--- src/rtl/dl_fifo.sv ---
// dl_fifo: synchronous single-clock FIFO with first-word fall-through read data.
// Elastic buffer between a push-strobed producer and a pop-strobed consumer.
// Optional feature macro: DL_FIFO_ERR_CHK_EN adds a sticky err output that flags
// overflow (push while full without pop) and underflow (pop while empty).
module dl_fifo #(
    parameter int WIDTH = 8,
    parameter int DEPTH = 4
) (
    input  logic                     clk,
    input  logic                     rst,
    input  logic                     push,
    input  logic [WIDTH-1:0]         wr_data,
    input  logic                     pop,
    output logic [WIDTH-1:0]         rd_data,
    output logic                     full,
    output logic                     empty,
    output logic [$clog2(DEPTH):0]   count
`ifdef DL_FIFO_ERR_CHK_EN
    ,
    output logic                     err
`endif
);

    localparam int AW = $clog2(DEPTH);
    localparam logic [AW:0] FULL_CNT = (AW+1)'(DEPTH);

    logic [WIDTH-1:0] r_mem [DEPTH];
    logic [AW-1:0]    r_wr_ptr;
    logic [AW-1:0]    r_rd_ptr;
    logic [AW:0]      r_count;

    logic             w_full;
    logic             w_empty;
    logic             w_push_acc;
    logic             w_pop_acc;

    // Flags come only from the registered occupancy, so push/pop never reach them.
    assign w_full  = (r_count == FULL_CNT);
    assign w_empty = (r_count == '0);

    // A push into a full FIFO is still legal when a pop frees the head slot on the same edge.
    assign w_push_acc = push & (~w_full | pop);
    assign w_pop_acc  = pop & ~w_empty;

    // Pointer and occupancy state; reset discards everything, including a same-cycle push.
    always_ff @(posedge clk) begin
        // NOTE: sequential state uses non-blocking assignments so every register
        // samples pre-edge values and simulation matches the synthesized flops.
        if (rst) begin
            r_wr_ptr <= '0;
            r_rd_ptr <= '0;
            r_count  <= '0;
        end else begin
            if (w_push_acc) begin
                r_wr_ptr <= r_wr_ptr + 1'b1;
            end
            if (w_pop_acc) begin
                r_rd_ptr <= r_rd_ptr + 1'b1;
            end
            case ({w_push_acc, w_pop_acc})
                2'b10:   r_count <= r_count + 1'b1;
                2'b01:   r_count <= r_count - 1'b1;
                default: r_count <= r_count;
            endcase
        end
    end

    // Storage array write port.
    always_ff @(posedge clk) begin
        // NOTE: the storage array has no reset; entries are only ever read after
        // being written, and leaving it unreset lets it map onto plain RAM/flops
        // without a reset fan-out.
        if (!rst && w_push_acc) begin
            r_mem[r_wr_ptr] <= wr_data;
        end
    end

    // Head entry falls through to the output; forced to zero when nothing is stored.
    assign rd_data = w_empty ? '0 : r_mem[r_rd_ptr];
    assign full    = w_full;
    assign empty   = w_empty;
    assign count   = r_count;

`ifdef DL_FIFO_ERR_CHK_EN
    logic r_err;
    logic w_illegal;

    assign w_illegal = (push & w_full & ~pop) | (pop & w_empty);

    // Sticky error flag: set by any illegal strobe, cleared only by reset.
    always_ff @(posedge clk) begin
        if (rst) begin
            r_err <= 1'b0;
        end else if (w_illegal) begin
            r_err <= 1'b1;
`ifndef SYNTHESIS
            $error("dl_fifo: illegal %s (count=%0d)",
                   (pop & w_empty) ? "pop on empty" : "push on full", r_count);
`endif
        end
    end

    assign err = r_err;
`endif

endmodule
--- config.mk ---
export PLATFORM = sky130hd
export DESIGN_NAME = dl_fifo
export DESIGN_NICKNAME = d
export VERILOG_FILES = /design/src/rtl/dl_fifo.sv
export SDC_FILE = /design/constraint.sdc
export NUM_CORES = 1
export LEC_CHECK = 0
export CORE_MARGIN = 3
export CORE_UTILIZATION = 35
export CTS_CLUSTER_DIAMETER = 150
export DETAILED_ROUTE_END_ITERATION = 8
export PLACE_DENSITY = 0.68
export SYNTH_ARGS = -nofsm -noshare
export SYNTH_HDL_FRONTEND = slang
export SYNTH_SLANG_ARGS = --single-unit
--- constraint.sdc ---
create_clock -name clk -period 2.24 [get_ports clk]
set_input_delay 0.448 -clock clk [delete_from_list [all_inputs] [get_ports clk]]
set_output_delay 0.448 -clock clk [all_outputs]
set_load 0.005 [all_outputs]
---- Yosys cells after proc, flatten, opt, wreduce, memory -nomap -nowiden ----
Memory sizes are Yosys's and may differ from the RTL's. A register that Yosys moved wholly into a read port is not among the register bits.
Index checks and enable logic that the tools add are counted.
cells by class
  reduce and logical (&&, ||, !) cells .... 4
  bitwise logic cells ..................... 5
  multiplexer cells ....................... 6
  equal/unequal tests ..................... 3
  add/sub/neg operators ................... 4
operator list
  operator                                                                number
  8-bit two-way mux                                                       1
  3-bit case mux with 2 select lines                                      1
  2-bit by 1-bit adder with 2-bit output (second input constant)          2
  2-bit two-way mux                                                       2
  3-bit by 1-bit adder with 3-bit output (second input constant)          1
  3-bit equality test (second input constant)                             1
  3-bit zero test                                                         1
  3-bit by 1-bit subtractor with 3-bit output (second input constant)     1
  1-bit AND                                                               2
  2-bit by 1-bit equality test with 1-bit output (second input constant)  1
  2-bit equality test (second input constant)                             1
  1-bit two-way mux                                                       2
  1-bit inverter                                                          2
  2-bit nonzero test                                                      1
  1-bit logical AND                                                       1
  1-bit zero test                                                         1
  1-bit OR                                                                1
storage, ports and cells
  RAM bits ................................ 32
  output and inout port bits .............. 13
  logic and storage cells ................. 26
  memories kept ........................... 1
  register bits ........................... 7
memories
  name   depth  bits a word  read ports  clocked after Yosys merged registers in  wr ports  line  RTL
  r_mem  4      8            1           1                                        1         27    logic [WIDTH-1:0] r_mem [DEPTH];

---- Depth between registers and ports, before layout ----
Gate-level depths: netlist of the first run.
  depth after elaboration ................. 7
  gate-level depth with buffers ........... 9

---- Least setup slack after synthesis of the first run ----
No wires, ideal clock.
  kind .................................... flip-flop to flip-flop
  start ................................... register r_count[2], in the netlist count[2]
  end ..................................... register r_count[2], in the netlist count[2]
  stages on the path, launching flop included .. 10
  arrival time ............................ 2.350 ns
  setup slack ............................. -0.181 ns
  cells stage by stage .................... dfxtp_1 or3b_1 o21a_1 inv_1 ha_1 inv_1 fa_1 xor2_1 or3_2 a21oi_1
between the ends
  cells in the longest elaborated chain, start to end .. 6
  elaborated cells on any way between the ends .. 13
  those cells by class .................... add/sub (2); eq/ne (3); mux (1); bitwise (5); reduce/logical (2)
ends and longest elaborated chain
  element                                                                                line  RTL
  from (decl)                                                                            30    logic [AW:0] r_count;
  from (signal assigned)                                                                 61    2'b10: r_count <= r_count + 1'b1;
  from (signal assigned)                                                                 62    2'b01: r_count <= r_count - 1'b1;
  from (signal assigned)                                                                 63    default: r_count <= r_count;
  3-bit equality test                                                                    38    assign w_full = (r_count == FULL_CNT);
  1-bit inverter                                                                         42    assign w_push_acc = push & (~w_full | pop);
  1-bit OR                                                                               42
  1-bit AND                                                                              42
  2-bit by 1-bit equality test with 1-bit output or 2-bit equality test (tied branches)  60    case ({w_push_acc, w_pop_acc})
  3-bit case mux with 2 select lines or 2-bit nonzero test (tied branches)               --
Several ways; a longest one is shown, not always the timed one.
A chain may end at the register's enable or synchronous reset.

---- Worst setup path after layout of the first run ----
  start ................................... register r_count[0], in the netlist count[0]
  end ..................................... register r_count[2], in the netlist count[2]
The elaborated chain is that of the path after synthesis.

==> flow_summary.html, run 1 <==
<table>
<tr><th>Metric</th><th>Value</th></tr>
<tr><th colspan="2">Clock tree</th></tr>
<tr><td>CTS Root Cell</td><td>sky130_fd_sc_hd__clkbuf_8</td></tr>
<tr><td>Insertion delay to the later sink of the worst-skew pair</td><td>290 ps</td></tr>
<tr><td>Clock slew at reported path FFs</td><td>80 ps</td></tr>
<tr><td>Num CTS Buffers</td><td>5</td></tr>
<tr><td>Buffers from clock root to sink, at most</td><td>2</td></tr>
<tr><td>Post-CTS Hold Buffers</td><td>0</td></tr>
<tr><td>CTS sink count</td><td>41</td></tr>
<tr><td>H-tree Lvls</td><td>2</td></tr>
<tr><td>TritonCTS clock tree</td><td>built</td></tr>
<tr><th colspan="2">Worst hold path</th></tr>
<tr><td>Startpoint of the most critical hold path</td><td>r_rd_ptr[1]</td></tr>
<tr><td>Type of the most critical hold path</td><td>reg -&gt; reg</td></tr>
<tr><td>Instance count along the most critical hold path</td><td>2</td></tr>
<tr><th colspan="2">Pwr</th></tr>
<tr><td>Leakage power summed over all cells</td><td>0.8742 nW</td></tr>
<tr><td>Worst supply voltage drop on vdd</td><td>619.3 µV</td></tr>
<tr><td>Cell area power density</td><td>1066 nW/µm²</td></tr>
<tr><td>Power share of the clock group</td><td>23.2%</td></tr>
<tr><td>P_sw</td><td>0.6652 mW</td></tr>
<tr><td>Cell internal power dissipation</td><td>1.815 mW</td></tr>
<tr><td>Share of total power in sequential cells</td><td>37.6%</td></tr>
<tr><td>Switching share of total power</td><td>26.82%</td></tr>
<tr><td>Part of the total power dissipated in combinational logic</td><td>39.1%</td></tr>
<tr><th colspan="2">Layout</th></tr>
<tr><td>Share of final-layout standard cells stronger than drive strength 1</td><td>33.33%</td></tr>
<tr><td>Antenna cell count</td><td>0</td></tr>
<tr><td>Final-layout fill cell count</td><td>398</td></tr>
<tr><td>Core utilization of the finished layout</td><td>51.67%</td></tr>
<tr><td>Area overhead of the layout relative to synthesis</td><td>37.47%</td></tr>
<tr><td>Combined area of the multi-input logic cells</td><td>529.3 µm²</td></tr>
<tr><td>Nets@finish</td><td>176</td></tr>
<tr><td>Non-Filler Instances</td><td>211</td></tr>
<tr><td>Register cell area after layout</td><td>1149 µm²</td></tr>
<tr><th colspan="2">Floorplan</th></tr>
<tr><td>Number of placed I/O pins</td><td>25</td></tr>
<tr><td>Initial standard-cell utilization of the core</td><td>37.58%</td></tr>
<tr><td>Overall die area</td><td>5707 µm²</td></tr>
<tr><td>Horizontal die dimension</td><td>75.55 µm</td></tr>
<tr><td>Standard cell core area</td><td>4504 µm²</td></tr>
<tr><td>Count of standard-cell rows</td><td>24</td></tr>
<tr><td>Die extent in y</td><td>75.55 µm</td></tr>
<tr><th colspan="2">Critical path</th></tr>
<tr><td>CP delay by family, top</td><td>simple AND/OR/NAND/NOR gates</td></tr>
<tr><td>Crit path required time</td><td>2460 ps</td></tr>
<tr><td>Largest stage delay on the critical path</td><td>400 ps</td></tr>
<tr><td>Slowest-stage cell, CP</td><td>sky130_fd_sc_hd__or3b_4</td></tr>
<tr><td>Type of the setup path with the least slack</td><td>reg -&gt; reg</td></tr>
<tr><td>Largest driver fanout on the critical path</td><td>2</td></tr>
<tr><td>Crit path cell chain</td><td>or3b_4, o21a_1, inv_2, ha_4, inv_2, fa_2, xor2_1, or3_4, a21oi_2</td></tr>
<tr><td>Top cell by count, worst path</td><td>sky130_fd_sc_hd__inv_2</td></tr>
<tr><td>CP Capture Type</td><td>flop</td></tr>
<tr><td>Worst-case register-to-register setup slack</td><td>6 ps</td></tr>
<tr><td>Reg2reg start</td><td>count[0]</td></tr>
<tr><td>Crit path buf inv count</td><td>2</td></tr>
<tr><td>Type of element launching the critical path</td><td>flop</td></tr>
<tr><td>Stages on the worst setup path</td><td>9</td></tr>
<tr><td>Critical path arrival</td><td>2450 ps</td></tr>
<tr><td>Endpoint of the worst-slack reg-to-reg timing path</td><td>count[2]</td></tr>
<tr><td>R2R cell count</td><td>9</td></tr>
<tr><th colspan="2">Yosys</th></tr>
<tr><td>Proportion of synthesized chip area in sequential cells</td><td>67.41%</td></tr>
<tr><td>Summed instance area of the synthesized netlist</td><td>1693 µm²</td></tr>
<tr><td>Cell taking the most area after synthesis</td><td>sky130_fd_sc_hd__edfxtp_1</td></tr>
<tr><td>Post-synth EDFFs</td><td>32</td></tr>
<tr><td>Yosys Warn Count</td><td>0</td></tr>
<tr><td>Library cells used by synthesis</td><td>24</td></tr>
<tr><td>Per-instance average area after synthesis</td><td>16.12 µm²</td></tr>
<tr><td>Area share of the largest cell type after synthesis</td><td>56.76%</td></tr>
<tr><td>Cell count after synthesis</td><td>105</td></tr>
<tr><td>Flip-flop cell with the highest count after synthesis</td><td>sky130_fd_sc_hd__edfxtp_1</td></tr>
<tr><td>Net count after synthesis</td><td>123</td></tr>
<tr><td>Seq cells post-synth</td><td>41</td></tr>
<tr><td>Cell types with the largest area share after synthesis</td><td>sky130_fd_sc_hd__edfxtp_1, sky130_fd_sc_hd__dfxtp_1, sky130_fd_sc_hd__mux4_2</td></tr>
<tr><td>Synth async-reset ratio</td><td>0%</td></tr>
<tr><th colspan="2">Drt</th></tr>
<tr><td>Via density per instance</td><td>4.782</td></tr>
<tr><td>Routed via count</td><td>1009</td></tr>
<tr><td>Average routed wire per standard cell</td><td>15.38 µm</td></tr>
<tr><td>Detailed-routing iteration count for the pre-antenna-repair pass</td><td>4</td></tr>
<tr><td>DRT iter0 DRCs</td><td>42</td></tr>
<tr><td>Total wirelength of the detailed-routed design</td><td>3246 µm</td></tr>
<tr><td>DRC violation count after routing</td><td>0</td></tr>
<tr><td>Number of antenna-violating nets in the routed design</td><td>0</td></tr>
<tr><th colspan="2">Placement</th></tr>
<tr><td>Number of cells after detailed placement</td><td>192</td></tr>
<tr><td>Detailed placement HPWL</td><td>2191 µm</td></tr>
<tr><td>Number of port buffers</td><td>24</td></tr>
<tr><td>Final weighted congestion in routability-driven placement</td><td>0.8662</td></tr>
<tr><th colspan="2">Timing</th></tr>
<tr><td>Tightest slew margin relative to the limit</td><td>80.57%</td></tr>
<tr><td>Final clock period utilization by the worst path</td><td>99.71%</td></tr>
<tr><td>Setup repair after global routing missed its margin</td><td>yes</td></tr>
<tr><td>Hold WS</td><td>521.3 ps</td></tr>
<tr><td>Final number of hold-violating endpoints</td><td>0</td></tr>
<tr><td>Max-slew violation total from the final report</td><td>0</td></tr>
<tr><td>Final Setup Violations</td><td>0</td></tr>
<tr><td>Least-Margin Pin Slew</td><td>288.9 ps</td></tr>
<tr><td>Fmax</td><td>447.7 MHz</td></tr>
<tr><td>Final TNS setup</td><td>0 ps</td></tr>
<tr><td>Final clock skew</td><td>4.802 ps</td></tr>
<tr><td>Final min period</td><td>2234 ps</td></tr>
<tr><th colspan="2">Global routing</th></tr>
<tr><td>Initial antenna violation count</td><td>0</td></tr>
<tr><td>Grt ovf</td><td>0</td></tr>
<tr><td>Largest net degree at the start of global routing</td><td>14</td></tr>
<tr><td>First-pass GRT wire length</td><td>5009 µm</td></tr>
<tr><td>GR Util All Layers</td><td>12.30%</td></tr>
<tr><td>Vias in the first global route</td><td>1043</td></tr>
<tr><th colspan="2">Run status</th></tr>
<tr><td>Outcome</td><td>finished clean</td></tr>
<tr><th colspan="2">Run</th></tr>
<tr><td>Max-cap violations</td><td>0</td></tr>
</table>
cells in the mapped netlist, types with 2 or more instances:
library cell	instances
sky130_fd_sc_hd__nor3b_1	4
sky130_fd_sc_hd__inv_1	8
sky130_fd_sc_hd__xor2_1	3
sky130_fd_sc_hd__ha_1	5
sky130_fd_sc_hd__nor2_1	7
sky130_fd_sc_hd__dfxtp_1	9
sky130_fd_sc_hd__edfxtp_1	32
sky130_fd_sc_hd__nor2b_1	8
sky130_fd_sc_hd__clkbuf_1	2
sky130_fd_sc_hd__mux4_2	8
sky130_fd_sc_hd__a21oi_1	3
sky130_fd_sc_hd__buf_2	2
sky130_fd_sc_hd__o21ai_0	2
sky130_fd_sc_hd__nand2b_1	2
layout make-up:
cell class	count	share of cell area, %
multi-input combinational	52	22.74
clock buffer	6	3.118
sequential	41	49.35
inverter	8	1.290
clock inverter	2	1.505
timing repair buffer	50	19.19
tap	52	2.796
per-layer routing:
metal / track usage [%] / share of wire [%]
met4: 4.078 / 1.7
met5: 0 / 0
met3: 4.222 / 4.5
met1: 14.71 / 44
met2: 20.81 / 50
flip-flops by register name, indices dropped and copies added (netlist names), named ones only:
name,flops
r_mem,32
count,3
r_rd_ptr,2
r_wr_ptr,2
through the flow:
stage | cell area, µm² | total power [mW] | setup WS [ps]
6_report | 2327 | 2.480 | 6.452
5_1_grt | 2327 | 2.622 | -33.42
4_1_cts | 2261 | 2.372 | 16.74
3_5_place_dp | 2117 | 1.802 | -224.8
3_3_place_gp | 2117 | 1.768 | -79.37
2_1_floorplan | 1717 | 1.360 | 0.1170
worst max-delay path by stage:
stage,startpoint,endpoint
finish,count[0],count[2]
global route,count[0],count[2]
CTS,count[0],count[2]
detailed placement,pop,count[2]
global placement,pop,count[2]
floorplan,count[0],count[2]
kinds of logic (layout without fill, tap and decap cells):
group,after synthesis,count (layout),share of synthesized area (%)
AOI/OAI and AO/OA,7,7,2.365
xor gates and xnor gates,3,3,1.552
adders and majority gates,6,6,4.878
buffers and inverters,12,66,2.809
DFF,41,41,67.41
muxes,10,10,12.12
and+or+nand+nor,26,26,8.870
power by group through the flow:
stage,Combinational [mW],Clock [mW],Sequential [mW]
floorplan,0.410,0,0.950
global placement,0.826,0,0.942
detailed placement,0.857,0,0.945
finish,0.970,0.577,0.933
CTS,0.849,0.589,0.933
global route,1.06,0.621,0.942
layout by cell type, fill, tap and decap left out:
cell type / netlist / layout
sky130_fd_sc_hd__mux2i_1: 1 / 1
sky130_fd_sc_hd__clkdlybuf4s50_1: 0 / 16
sky130_fd_sc_hd__or3b_4: 0 / 1
sky130_fd_sc_hd__clkdlybuf4s15_1: 0 / 1
sky130_fd_sc_hd__xor2_1: 3 / 3
sky130_fd_sc_hd__clkbuf_1: 2 / 1
sky130_fd_sc_hd__o31ai_1: 1 / 1
sky130_fd_sc_hd__clkinv_2: 0 / 1
sky130_fd_sc_hd__inv_1: 8 / 6
sky130_fd_sc_hd__ha_1: 5 / 4
sky130_fd_sc_hd__dfxtp_2: 0 / 3
sky130_fd_sc_hd__nor3_1: 1 / 1
sky130_fd_sc_hd__a21oi_1: 3 / 2
sky130_fd_sc_hd__buf_12: 0 / 1
sky130_fd_sc_hd__or3_4: 0 / 1
sky130_fd_sc_hd__fa_2: 0 / 1
sky130_fd_sc_hd__nand2b_1: 2 / 2
sky130_fd_sc_hd__o21a_1: 1 / 1
sky130_fd_sc_hd__dlygate4sd2_1: 0 / 7
sky130_fd_sc_hd__nor2_1: 7 / 7
sky130_fd_sc_hd__buf_6: 0 / 2
sky130_fd_sc_hd__nand2_1: 1 / 1
sky130_fd_sc_hd__clkbuf_8: 0 / 5
sky130_fd_sc_hd__dfxtp_1: 9 / 5
sky130_fd_sc_hd__nor2b_1: 8 / 8
sky130_fd_sc_hd__dfxtp_4: 0 / 1
sky130_fd_sc_hd__ha_4: 0 / 1
sky130_fd_sc_hd__or3_1: 1 / 1
sky130_fd_sc_hd__nor3b_1: 4 / 4
sky130_fd_sc_hd__inv_2: 0 / 2
sky130_fd_sc_hd__buf_4: 0 / 23
sky130_fd_sc_hd__mux4_2: 8 / 8
sky130_fd_sc_hd__o21ai_0: 2 / 2
sky130_fd_sc_hd__mux2_4: 1 / 1
sky130_fd_sc_hd__a21oi_2: 0 / 1
sky130_fd_sc_hd__edfxtp_1: 32 / 32
sky130_fd_sc_hd__bufinv_16: 0 / 1
worst register-to-register path, delay by kind of cell, from the launching register on:
kind | cells | cell delay (ps)
simple gates | 2 | 730
xor+xnor | 1 | 160
flops | 1 | 340
buf+inv | 2 | 120
fa+ha+maj | 2 | 460
compound gates | 2 | 350
repair_timing:
item	in CTS	in global routing
pin swaps	4	2
resized for setup	14	1
buffers inserted	4	7
endpoints found under the setup margin	9	4
Power figures use the tool's default switching activity.
==> run 2, diff against run 1 <==
Settings changed: PLACE_DENSITY 0.68 to 0.57.
==> run 2 against run 1 <==
Hold slack worse by 40 ps. Clock power fell by 22%. Clock skew fell by 1.3 ps. Core utilization fell by 1.2 points. Non-clock buffer count is 5 lower. Die area did not move. Cell count fell by 2.4%.
==> flow_summary.html, run 2 (synthesis gave the netlist of run 1 again) <==
<table>
<tr><th>Metric</th><th>Value</th></tr>
<tr><th colspan="2">Critical path</th></tr>
<tr><td>Endpoint of the worst-slack reg-to-reg timing path</td><td>count[2] (unchanged)</td></tr>
<tr><td>Crit path required time</td><td>2450 ps (was 2460 ps)</td></tr>
<tr><td>R2R cell count</td><td>9 (unchanged)</td></tr>
<tr><td>Largest driver fanout on the critical path</td><td>2 (unchanged)</td></tr>
<tr><td>CP Capture Type</td><td>flop (unchanged)</td></tr>
<tr><td>Worst-case register-to-register setup slack</td><td>40 ps (was 6 ps)</td></tr>
<tr><td>Critical path arrival</td><td>2410 ps (was 2450 ps)</td></tr>
<tr><td>Reg2reg start</td><td>count[0] (unchanged)</td></tr>
<tr><td>Critical path origin</td><td>count[0] (unchanged)</td></tr>
<tr><td>Type of element launching the critical path</td><td>flop (unchanged)</td></tr>
<tr><td>Capturing element of the worst setup path</td><td>count[2] (unchanged)</td></tr>
<tr><td>Type of the setup path with the least slack</td><td>reg -&gt; reg (unchanged)</td></tr>
<tr><th colspan="2">Pwr</th></tr>
<tr><td>Cell area power density</td><td>995.7 nW/µm² (was 1066 nW/µm²)</td></tr>
<tr><td>Switching share of total power</td><td>27.63% (was 26.82%)</td></tr>
<tr><td>Overall power after layout</td><td>2.262 mW (was 2.480 mW)</td></tr>
<tr><td>Worst supply voltage drop on vdd</td><td>425.2 µV (was 619.3 µV)</td></tr>
<tr><td>Leakage power summed over all cells</td><td>0.8374 nW (was 0.8742 nW)</td></tr>
<tr><td>P_sw</td><td>0.6251 mW (was 0.6652 mW)</td></tr>
<tr><td>Cell internal power dissipation</td><td>1.637 mW (was 1.815 mW)</td></tr>
<tr><td>Part of the total power dissipated in combinational logic</td><td>38.8% (was 39.1%)</td></tr>
<tr><td>Power share of the clock group</td><td>19.9% (was 23.2%)</td></tr>
<tr><td>Share of total power in sequential cells</td><td>41.3% (was 37.6%)</td></tr>
<tr><th colspan="2">Clock tree</th></tr>
<tr><td>Insertion delay to the later sink of the worst-skew pair</td><td>280 ps (was 290 ps)</td></tr>
<tr><td>Num CTS Buffers</td><td>5 (unchanged)</td></tr>
<tr><td>CTS Root Cell</td><td>sky130_fd_sc_hd__clkbuf_8 (unchanged)</td></tr>
<tr><td>Post-CTS Hold Buffers</td><td>0 (unchanged)</td></tr>
<tr><td>H-tree Lvls</td><td>2 (unchanged)</td></tr>
<tr><td>CTS sink count</td><td>41 (unchanged)</td></tr>
<tr><td>Buffers from clock root to sink, at most</td><td>2 (unchanged)</td></tr>
<tr><td>TritonCTS clock tree</td><td>built (unchanged)</td></tr>
<tr><td>Clock slew at reported path FFs</td><td>70 ps (was 80 ps)</td></tr>
<tr><th colspan="2">Floorplan</th></tr>
<tr><td>Overall die area</td><td>5707 µm² (unchanged)</td></tr>
<tr><td>Number of placed I/O pins</td><td>25 (unchanged)</td></tr>
<tr><td>Horizontal die dimension</td><td>75.55 µm (unchanged)</td></tr>
<tr><td>Standard cell core area</td><td>4504 µm² (unchanged)</td></tr>
<tr><td>Die extent in y</td><td>75.55 µm (unchanged)</td></tr>
<tr><td>Count of standard-cell rows</td><td>24 (unchanged)</td></tr>
<tr><td>Initial standard-cell utilization of the core</td><td>37.58% (unchanged)</td></tr>
<tr><th colspan="2">Layout</th></tr>
<tr><td>Antenna cell count</td><td>0 (unchanged)</td></tr>
<tr><td>Register with the highest flop count</td><td>r_mem (unchanged)</td></tr>
<tr><td>Area overhead of the layout relative to synthesis</td><td>34.22% (was 37.47%)</td></tr>
<tr><td>Non-Filler Instances</td><td>206 (was 211)</td></tr>
<tr><td>Most common cell after layout, fill and taps aside</td><td>sky130_fd_sc_hd__edfxtp_1 (unchanged)</td></tr>
<tr><td>Flip-flop count of the largest register, all copies and words added</td><td>32 (unchanged)</td></tr>
<tr><td>Nets@finish</td><td>171 (was 176)</td></tr>
<tr><td>Most frequent cells in the layout</td><td>sky130_fd_sc_hd__edfxtp_1, sky130_fd_sc_hd__buf_4, sky130_fd_sc_hd__clkdlybuf4s50_1, sky130_fd_sc_hd__mux4_2, sky130_fd_sc_hd__nor2b_1 (unchanged)</td></tr>
<tr><td>Share of final-layout standard cells stronger than drive strength 1</td><td>31.17% (was 33.33%)</td></tr>
<tr><th colspan="2">Placement</th></tr>
<tr><td>Number of cells after detailed placement</td><td>192 (unchanged)</td></tr>
<tr><td>Detailed placement HPWL</td><td>2144 µm (was 2191 µm)</td></tr>
<tr><td>Final weighted congestion in routability-driven placement</td><td>0.8195 (was 0.8662)</td></tr>
<tr><td>Setup WS pre-CTS</td><td>-159.9 ps (was -224.8 ps)</td></tr>
<tr><td>Number of port buffers</td><td>24 (unchanged)</td></tr>
<tr><th colspan="2">Drt</th></tr>
<tr><td>Routed via count</td><td>961 (was 1009)</td></tr>
<tr><td>Number of antenna-violating nets in the routed design</td><td>0 (unchanged)</td></tr>
<tr><td>DRT iter0 DRCs</td><td>47 (was 42)</td></tr>
<tr><td>Average routed wire per standard cell</td><td>14.87 µm (was 15.38 µm)</td></tr>
<tr><td>Total wirelength of the detailed-routed design</td><td>3063 µm (was 3246 µm)</td></tr>
<tr><td>Detailed-routing iteration count for the pre-antenna-repair pass</td><td>5 (was 4)</td></tr>
<tr><td>Via density per instance</td><td>4.665 (was 4.782)</td></tr>
<tr><td>DRC violation count after routing</td><td>0 (unchanged)</td></tr>
<tr><th colspan="2">Timing</th></tr>
<tr><td>Max-slew violation total from the final report</td><td>0 (unchanged)</td></tr>
<tr><td>Worst-case setup margin in the final layout</td><td>42.85 ps (was 6.452 ps)</td></tr>
<tr><td>Final number of hold-violating endpoints</td><td>0 (unchanged)</td></tr>
<tr><td>Final min period</td><td>2197 ps (was 2234 ps)</td></tr>
<tr><td>Hold WS</td><td>481.8 ps (was 521.3 ps)</td></tr>
<tr><td>Tightest slew margin relative to the limit</td><td>80.70% (was 80.57%)</td></tr>
<tr><td>Least-Margin Pin Slew</td><td>287.0 ps (was 288.9 ps)</td></tr>
<tr><td>Final clock period utilization by the worst path</td><td>98.09% (was 99.71%)</td></tr>
<tr><td>Setup repair after global routing missed its margin</td><td>yes (unchanged)</td></tr>
<tr><td>Final clock skew</td><td>3.479 ps (was 4.802 ps)</td></tr>
<tr><td>Final Setup Violations</td><td>0 (unchanged)</td></tr>
<tr><td>Fmax</td><td>455.1 MHz (was 447.7 MHz)</td></tr>
<tr><th colspan="2">Global routing</th></tr>
<tr><td>Global route hottest layer</td><td>met2 (unchanged)</td></tr>
<tr><td>Vias in the first global route</td><td>963 (was 1043)</td></tr>
<tr><td>Largest net degree at the start of global routing</td><td>13 (was 14)</td></tr>
<tr><td>Initial antenna violation count</td><td>0 (unchanged)</td></tr>
<tr><td>Grt ovf</td><td>0 (unchanged)</td></tr>
<tr><td>Met3 Resource Use GR</td><td>2.770% (was 4.222%)</td></tr>
<tr><td>First-pass GRT wire length</td><td>4747 µm (was 5009 µm)</td></tr>
<tr><td>Met2 Track Usage GR</td><td>18.98% (was 20.81%)</td></tr>
<tr><td>Grt met1 use</td><td>15.79% (was 14.71%)</td></tr>
<tr><td>GR Util All Layers</td><td>11.98% (was 12.30%)</td></tr>
<tr><th colspan="2">Run status</th></tr>
<tr><td>Outcome</td><td>finished clean (unchanged)</td></tr>
<tr><th colspan="2">Run</th></tr>
<tr><td>Max-cap violations</td><td>0 (unchanged)</td></tr>
<tr><th colspan="2">Worst hold path</th></tr>
<tr><td>Type of the most critical hold path</td><td>reg -&gt; reg (unchanged)</td></tr>
</table>
run 2: worst min-delay path by stage:
| stage | to | slack, ps | cells past startpoint | startpoint |
|---|---|---|---|---|
| 6_report | flop | 480 | 2 | r_rd_ptr[1] |
| 5_1_grt | flop | 530 | 2 | r_rd_ptr[1] |
| 4_1_cts | flop | 490 | 2 | r_rd_ptr[1] |
| 3_5_place_dp | r_rd_ptr[1] | 490 | 2 | r_rd_ptr[1] |
| 3_3_place_gp | r_rd_ptr[1] | 470 | 2 | r_rd_ptr[1] |
| 2_1_floorplan | flop | 460 | 2 | r_rd_ptr[1] |
run 2: power groups by stage:
stage | logic (mW) | registers, mW | clock network (mW)
finish | 0.879 | 0.934 | 0.450
global route | 0.978 | 0.940 | 0.505
global placement | 0.856 | 0.945 | 0
floorplan | 0.410 | 0.950 | 0
detailed placement | 0.863 | 0.948 | 0
CTS | 0.836 | 0.933 | 0.466
run 2: routing by layer:
layer | wire length, µm | part of all wire [%]
met5 | 0 | 0
met3 | 79 | 2.6
met2 | 1547 | 51
met1 | 1388 | 45
met4 | 48 | 1.6
run 2: repair_timing:
item                                    4_1_cts  5_1_grt
endpoints found under the setup margin        9        5
pin swaps                                     1        3
hold endpoints to repair                      0        0
buffers inserted                              2        4
resized for setup                            10        7
run 2: per-stage QoR:
| step | cell area, µm² | setup TNS (ps) | util (%) |
|---|---|---|---|
| final | 2272 | 0 | 50.44 |
| after CTS | 2218 | 0 | 49.25 |
| after floorplan | 1717 | 0 | - |
| after global placement | 2130 | -84.36 | 47.28 |
| after detailed placement | 2130 | -159.9 | 47.28 |
| after global routing | 2272 | -26.44 | 50.44 |
run 2: final cells by class:
type / count / area (µm²)
Inverter: 8 / 30.03
Multi-Input combinational cell: 52 / 536.8
Clock inverter: 1 / 5.005
Tap cell: 52 / 65.06
Fill cell: 378 / 2232
Timing Repair Buffer: 45 / 410.4
Sequential cell: 41 / 1149
Clock buffer: 7 / 76.32
run 2: worst max-delay path: stages, from the launching register on:
cell                      delay, ps
sky130_fd_sc_hd__dfxtp_4        340
sky130_fd_sc_hd__or3b_4         390
sky130_fd_sc_hd__o21a_1         220
sky130_fd_sc_hd__inv_2           80
sky130_fd_sc_hd__ha_4           130
sky130_fd_sc_hd__inv_2           30
sky130_fd_sc_hd__fa_2           340
sky130_fd_sc_hd__xor2_2         160
sky130_fd_sc_hd__or3_4          330
sky130_fd_sc_hd__a21oi_2        110
==> run 3, diff against run 2 <==
Settings changed: CTS_BUF_LIST set to sky130_fd_sc_hd__clkbuf_2, PLACE_DENSITY 0.57 to not set, PLACE_DENSITY_LB_ADDON set to 0.2.
==> run 3 against run 2 <==
Clock-buffer cell count fell by 2. Flip-flop and latch count did not move. Fmax fell by 1.6%. Hold slack improved by 37 ps.
==> flow_summary.html, run 3 (synthesis gave the netlist of run 1 again) <==
<table>
<tr><th>Metric</th><th>Value</th></tr>
<tr><th colspan="2">Drt</th></tr>
<tr><td>DRT iter0 DRCs</td><td>43 (was 47)</td></tr>
<tr><td>Highest metal used</td><td>met4 (unchanged)</td></tr>
<tr><td>Detailed-routing iteration count for the pre-antenna-repair pass</td><td>4 (was 5)</td></tr>
<tr><td>Met3 wire length</td><td>116 µm (was 79 µm)</td></tr>
<tr><td>Total wirelength of the detailed-routed design</td><td>3188 µm (was 3063 µm)</td></tr>
<tr><td>Total met2 wirelength after detailed routing</td><td>1670 µm (was 1547 µm)</td></tr>
<tr><td>Average routed wire per standard cell</td><td>15.25 µm (was 14.87 µm)</td></tr>
<tr><td>Number of antenna-violating nets in the routed design</td><td>0 (unchanged)</td></tr>
<tr><td>Routed via count</td><td>990 (was 961)</td></tr>
<tr><td>Via density per instance</td><td>4.737 (was 4.665)</td></tr>
<tr><td>DRT met1 WL</td><td>1356 µm (was 1388 µm)</td></tr>
<tr><td>DRC violation count after routing</td><td>0 (unchanged)</td></tr>
<tr><th colspan="2">Critical path</th></tr>
<tr><td>Largest driver fanout on the critical path</td><td>2 (unchanged)</td></tr>
<tr><td>Worst-case register-to-register setup slack</td><td>7 ps (was 40 ps)</td></tr>
<tr><td>Type of the setup path with the least slack</td><td>reg -&gt; reg (unchanged)</td></tr>
<tr><td>Endpoint of the worst-slack reg-to-reg timing path</td><td>count[2] (unchanged)</td></tr>
<tr><td>Reg2reg start</td><td>count[0] (unchanged)</td></tr>
<tr><td>R2R cell count</td><td>9 (unchanged)</td></tr>
<tr><td>CP Capture Type</td><td>flop (unchanged)</td></tr>
<tr><td>Crit path required time</td><td>2580 ps (was 2450 ps)</td></tr>
<tr><td>Type of element launching the critical path</td><td>flop (unchanged)</td></tr>
<tr><td>Critical path arrival</td><td>2580 ps (was 2410 ps)</td></tr>
<tr><th colspan="2">Timing</th></tr>
<tr><td>Final clock skew</td><td>15.18 ps (was 3.479 ps)</td></tr>
<tr><td>Tightest slew margin relative to the limit</td><td>80.15% (was 80.70%)</td></tr>
<tr><td>Final clock period utilization by the worst path</td><td>99.70% (was 98.09%)</td></tr>
<tr><td>Final number of hold-violating endpoints</td><td>0 (unchanged)</td></tr>
<tr><td>Final TNS setup</td><td>0 ps (unchanged)</td></tr>
<tr><td>Final min period</td><td>2233 ps (was 2197 ps)</td></tr>
<tr><td>Final Setup Violations</td><td>0 (unchanged)</td></tr>
<tr><td>Least-Margin Pin Slew</td><td>295.2 ps (was 287.0 ps)</td></tr>
<tr><td>Max-slew violation total from the final report</td><td>0 (unchanged)</td></tr>
<tr><td>Hold WS</td><td>518.7 ps (was 481.8 ps)</td></tr>
<tr><td>Worst-case setup margin in the final layout</td><td>6.657 ps (was 42.85 ps)</td></tr>
<tr><td>Fmax</td><td>447.8 MHz (was 455.1 MHz)</td></tr>
<tr><td>Setup repair after global routing missed its margin</td><td>yes (unchanged)</td></tr>
<tr><th colspan="2">Worst hold path</th></tr>
<tr><td>Instance count along the most critical hold path</td><td>2 (unchanged)</td></tr>
<tr><td>Type of the most critical hold path</td><td>reg -&gt; reg (unchanged)</td></tr>
<tr><td>Startpoint of the most critical hold path</td><td>r_rd_ptr[1] (unchanged)</td></tr>
<tr><th colspan="2">Global routing</th></tr>
<tr><td>Vias in the first global route</td><td>1032 (was 963)</td></tr>
<tr><td>First-pass GRT wire length</td><td>5085 µm (was 4747 µm)</td></tr>
<tr><td>Grt ovf</td><td>0 (unchanged)</td></tr>
<tr><td>Initial antenna violation count</td><td>0 (unchanged)</td></tr>
<tr><td>Largest net degree at the start of global routing</td><td>14 (was 13)</td></tr>
<tr><td>GR Util All Layers</td><td>12.65% (was 11.98%)</td></tr>
<tr><th colspan="2">Run status</th></tr>
<tr><td>Outcome</td><td>finished clean (unchanged)</td></tr>
<tr><th colspan="2">Clock tree</th></tr>
<tr><td>CTS sink count</td><td>41 (unchanged)</td></tr>
<tr><td>TritonCTS clock tree</td><td>built (unchanged)</td></tr>
<tr><td>Buffers from clock root to sink, at most</td><td>2 (unchanged)</td></tr>
<tr><td>Clock slew at reported path FFs</td><td>210 ps (was 70 ps)</td></tr>
<tr><td>Insertion delay to the later sink of the worst-skew pair</td><td>390 ps (was 280 ps)</td></tr>
<tr><td>Num CTS Buffers</td><td>5 (unchanged)</td></tr>
<tr><td>CTS Root Cell</td><td>sky130_fd_sc_hd__clkbuf_2 (was sky130_fd_sc_hd__clkbuf_8)</td></tr>
<tr><td>H-tree Lvls</td><td>2 (unchanged)</td></tr>
<tr><th colspan="2">Layout</th></tr>
<tr><td>Register with the highest flop count</td><td>r_mem (unchanged)</td></tr>
<tr><td>Area overhead of the layout relative to synthesis</td><td>33.41% (was 34.22%)</td></tr>
<tr><td>Most common cell after layout, fill and taps aside</td><td>sky130_fd_sc_hd__edfxtp_1 (unchanged)</td></tr>
<tr><td>Most frequent cells in the layout</td><td>sky130_fd_sc_hd__edfxtp_1, sky130_fd_sc_hd__buf_4, sky130_fd_sc_hd__clkdlybuf4s50_1, sky130_fd_sc_hd__clkbuf_2, sky130_fd_sc_hd__mux4_2 (was sky130_fd_sc_hd__edfxtp_1, sky130_fd_sc_hd__buf_4, sky130_fd_sc_hd__clkdlybuf4s50_1, sky130_fd_sc_hd__mux4_2, sky130_fd_sc_hd__nor2b_1)</td></tr>
<tr><td>Share of final-layout standard cells stronger than drive strength 1</td><td>41.40% (was 31.17%)</td></tr>
<tr><td>Core utilization of the finished layout</td><td>50.14% (was 50.44%)</td></tr>
<tr><td>Antenna cell count</td><td>0 (unchanged)</td></tr>
<tr><td>Nets@finish</td><td>174 (was 171)</td></tr>
<tr><td>Flip-flop count of the largest register, all copies and words added</td><td>32 (unchanged)</td></tr>
<tr><th colspan="2">Floorplan</th></tr>
<tr><td>Horizontal die dimension</td><td>75.55 µm (unchanged)</td></tr>
<tr><td>Initial standard-cell utilization of the core</td><td>37.58% (unchanged)</td></tr>
<tr><td>Overall die area</td><td>5707 µm² (unchanged)</td></tr>
<tr><td>Number of placed I/O pins</td><td>25 (unchanged)</td></tr>
<tr><td>Die extent in y</td><td>75.55 µm (unchanged)</td></tr>
<tr><td>Count of standard-cell rows</td><td>24 (unchanged)</td></tr>
<tr><td>Standard cell core area</td><td>4504 µm² (unchanged)</td></tr>
<tr><th colspan="2">Pwr</th></tr>
<tr><td>Share of total power in sequential cells</td><td>42.6% (was 41.3%)</td></tr>
<tr><td>Cell internal power dissipation</td><td>1.535 mW (was 1.637 mW)</td></tr>
<tr><td>Cell area power density</td><td>975.3 nW/µm² (was 995.7 nW/µm²)</td></tr>
<tr><td>Part of the total power dissipated in combinational logic</td><td>43.5% (was 38.8%)</td></tr>
<tr><td>P_sw</td><td>0.6677 mW (was 0.6251 mW)</td></tr>
<tr><td>Power share of the clock group</td><td>14.0% (was 19.9%)</td></tr>
<tr><td>Worst supply voltage drop on vdd</td><td>315.4 µV (was 425.2 µV)</td></tr>
<tr><td>Leakage power summed over all cells</td><td>0.8609 nW (was 0.8374 nW)</td></tr>
<tr><td>Switching share of total power</td><td>30.32% (was 27.63%)</td></tr>
<tr><th colspan="2">Placement</th></tr>
<tr><td>Detailed placement HPWL</td><td>2186 µm (was 2144 µm)</td></tr>
<tr><td>Setup WS pre-CTS</td><td>-169.6 ps (was -159.9 ps)</td></tr>
<tr><td>Final weighted congestion in routability-driven placement</td><td>0.8032 (was 0.8195)</td></tr>
<tr><td>Number of port buffers</td><td>24 (unchanged)</td></tr>
<tr><th colspan="2">Run</th></tr>
<tr><td>Max-cap violations</td><td>0 (unchanged)</td></tr>
</table>
run 3: through the flow:
step | std cells | power [mW] | area (µm²)
floorplan | 105 | 1.360 | 1717
global placement | 192 | 1.804 | 2130
detailed placement | 192 | 1.821 | 2130
CTS | 207 | 2.171 | 2213
global route | 209 | 2.362 | 2258
finish | 209 | 2.203 | 2258
run 3: metal layers:
metal,global-route usage (%),up-vias
li1,-,483
met3,3.958,7
met1,15.18,484
met5,0,-
met4,4.660,0
met2,21.38,16
run 3: critical path: stages, from the launching register on:
cell and delay [ps]:
sky130_fd_sc_hd__dfxtp_4 390, sky130_fd_sc_hd__or3b_4 370, sky130_fd_sc_hd__o21a_1 220, sky130_fd_sc_hd__inv_2 80, sky130_fd_sc_hd__ha_4 140, sky130_fd_sc_hd__inv_2 30, sky130_fd_sc_hd__fa_2 340, sky130_fd_sc_hd__xor2_2 150
sky130_fd_sc_hd__or3_4 330, sky130_fd_sc_hd__a21oi_2 130
run 3: worst max path at each step:
stage                         from          to  slack, ps  cells past startpoint
after floorplan           count[0]    count[2]        0.1                      9
after global placement         pop    count[2]        -90                      9
after detailed placement       pop    count[2]       -170                      9
after CTS                     flop  rd_data[2]       -120                      5
after global routing          flop  rd_data[1]        -80                      6
final                     count[0]    count[2]          7                      9
run 3: layout make-up:
type                    count  area (µm²)
fillers                   397        2246
inverters                   8       30.03
clock buffers               5       25.02
clock inverters             3       17.52
flip-flops and latches     41        1150
repair buffers             48       414.1
well taps                  52       65.06
multi-input cells          52       556.8
run 3: what timing repair did:
item                                    CTS  global route
pin swaps                                 1             6
endpoints found under the setup margin   10            11
hold buffers                              0             0
resized for setup                        22            19
buffers inserted                          7             3
gates cloned                              0             0
run 3: power by group through the flow:
stage / sequential (mW) / clock (mW) / combinational, mW
CTS: 0.936 / 0.321 / 0.914
detailed placement: 0.951 / 0 / 0.870
finish: 0.938 / 0.308 / 0.957
floorplan: 0.950 / 0 / 0.410
global route: 0.945 / 0.358 / 1.06
global placement: 0.947 / 0 / 0.857
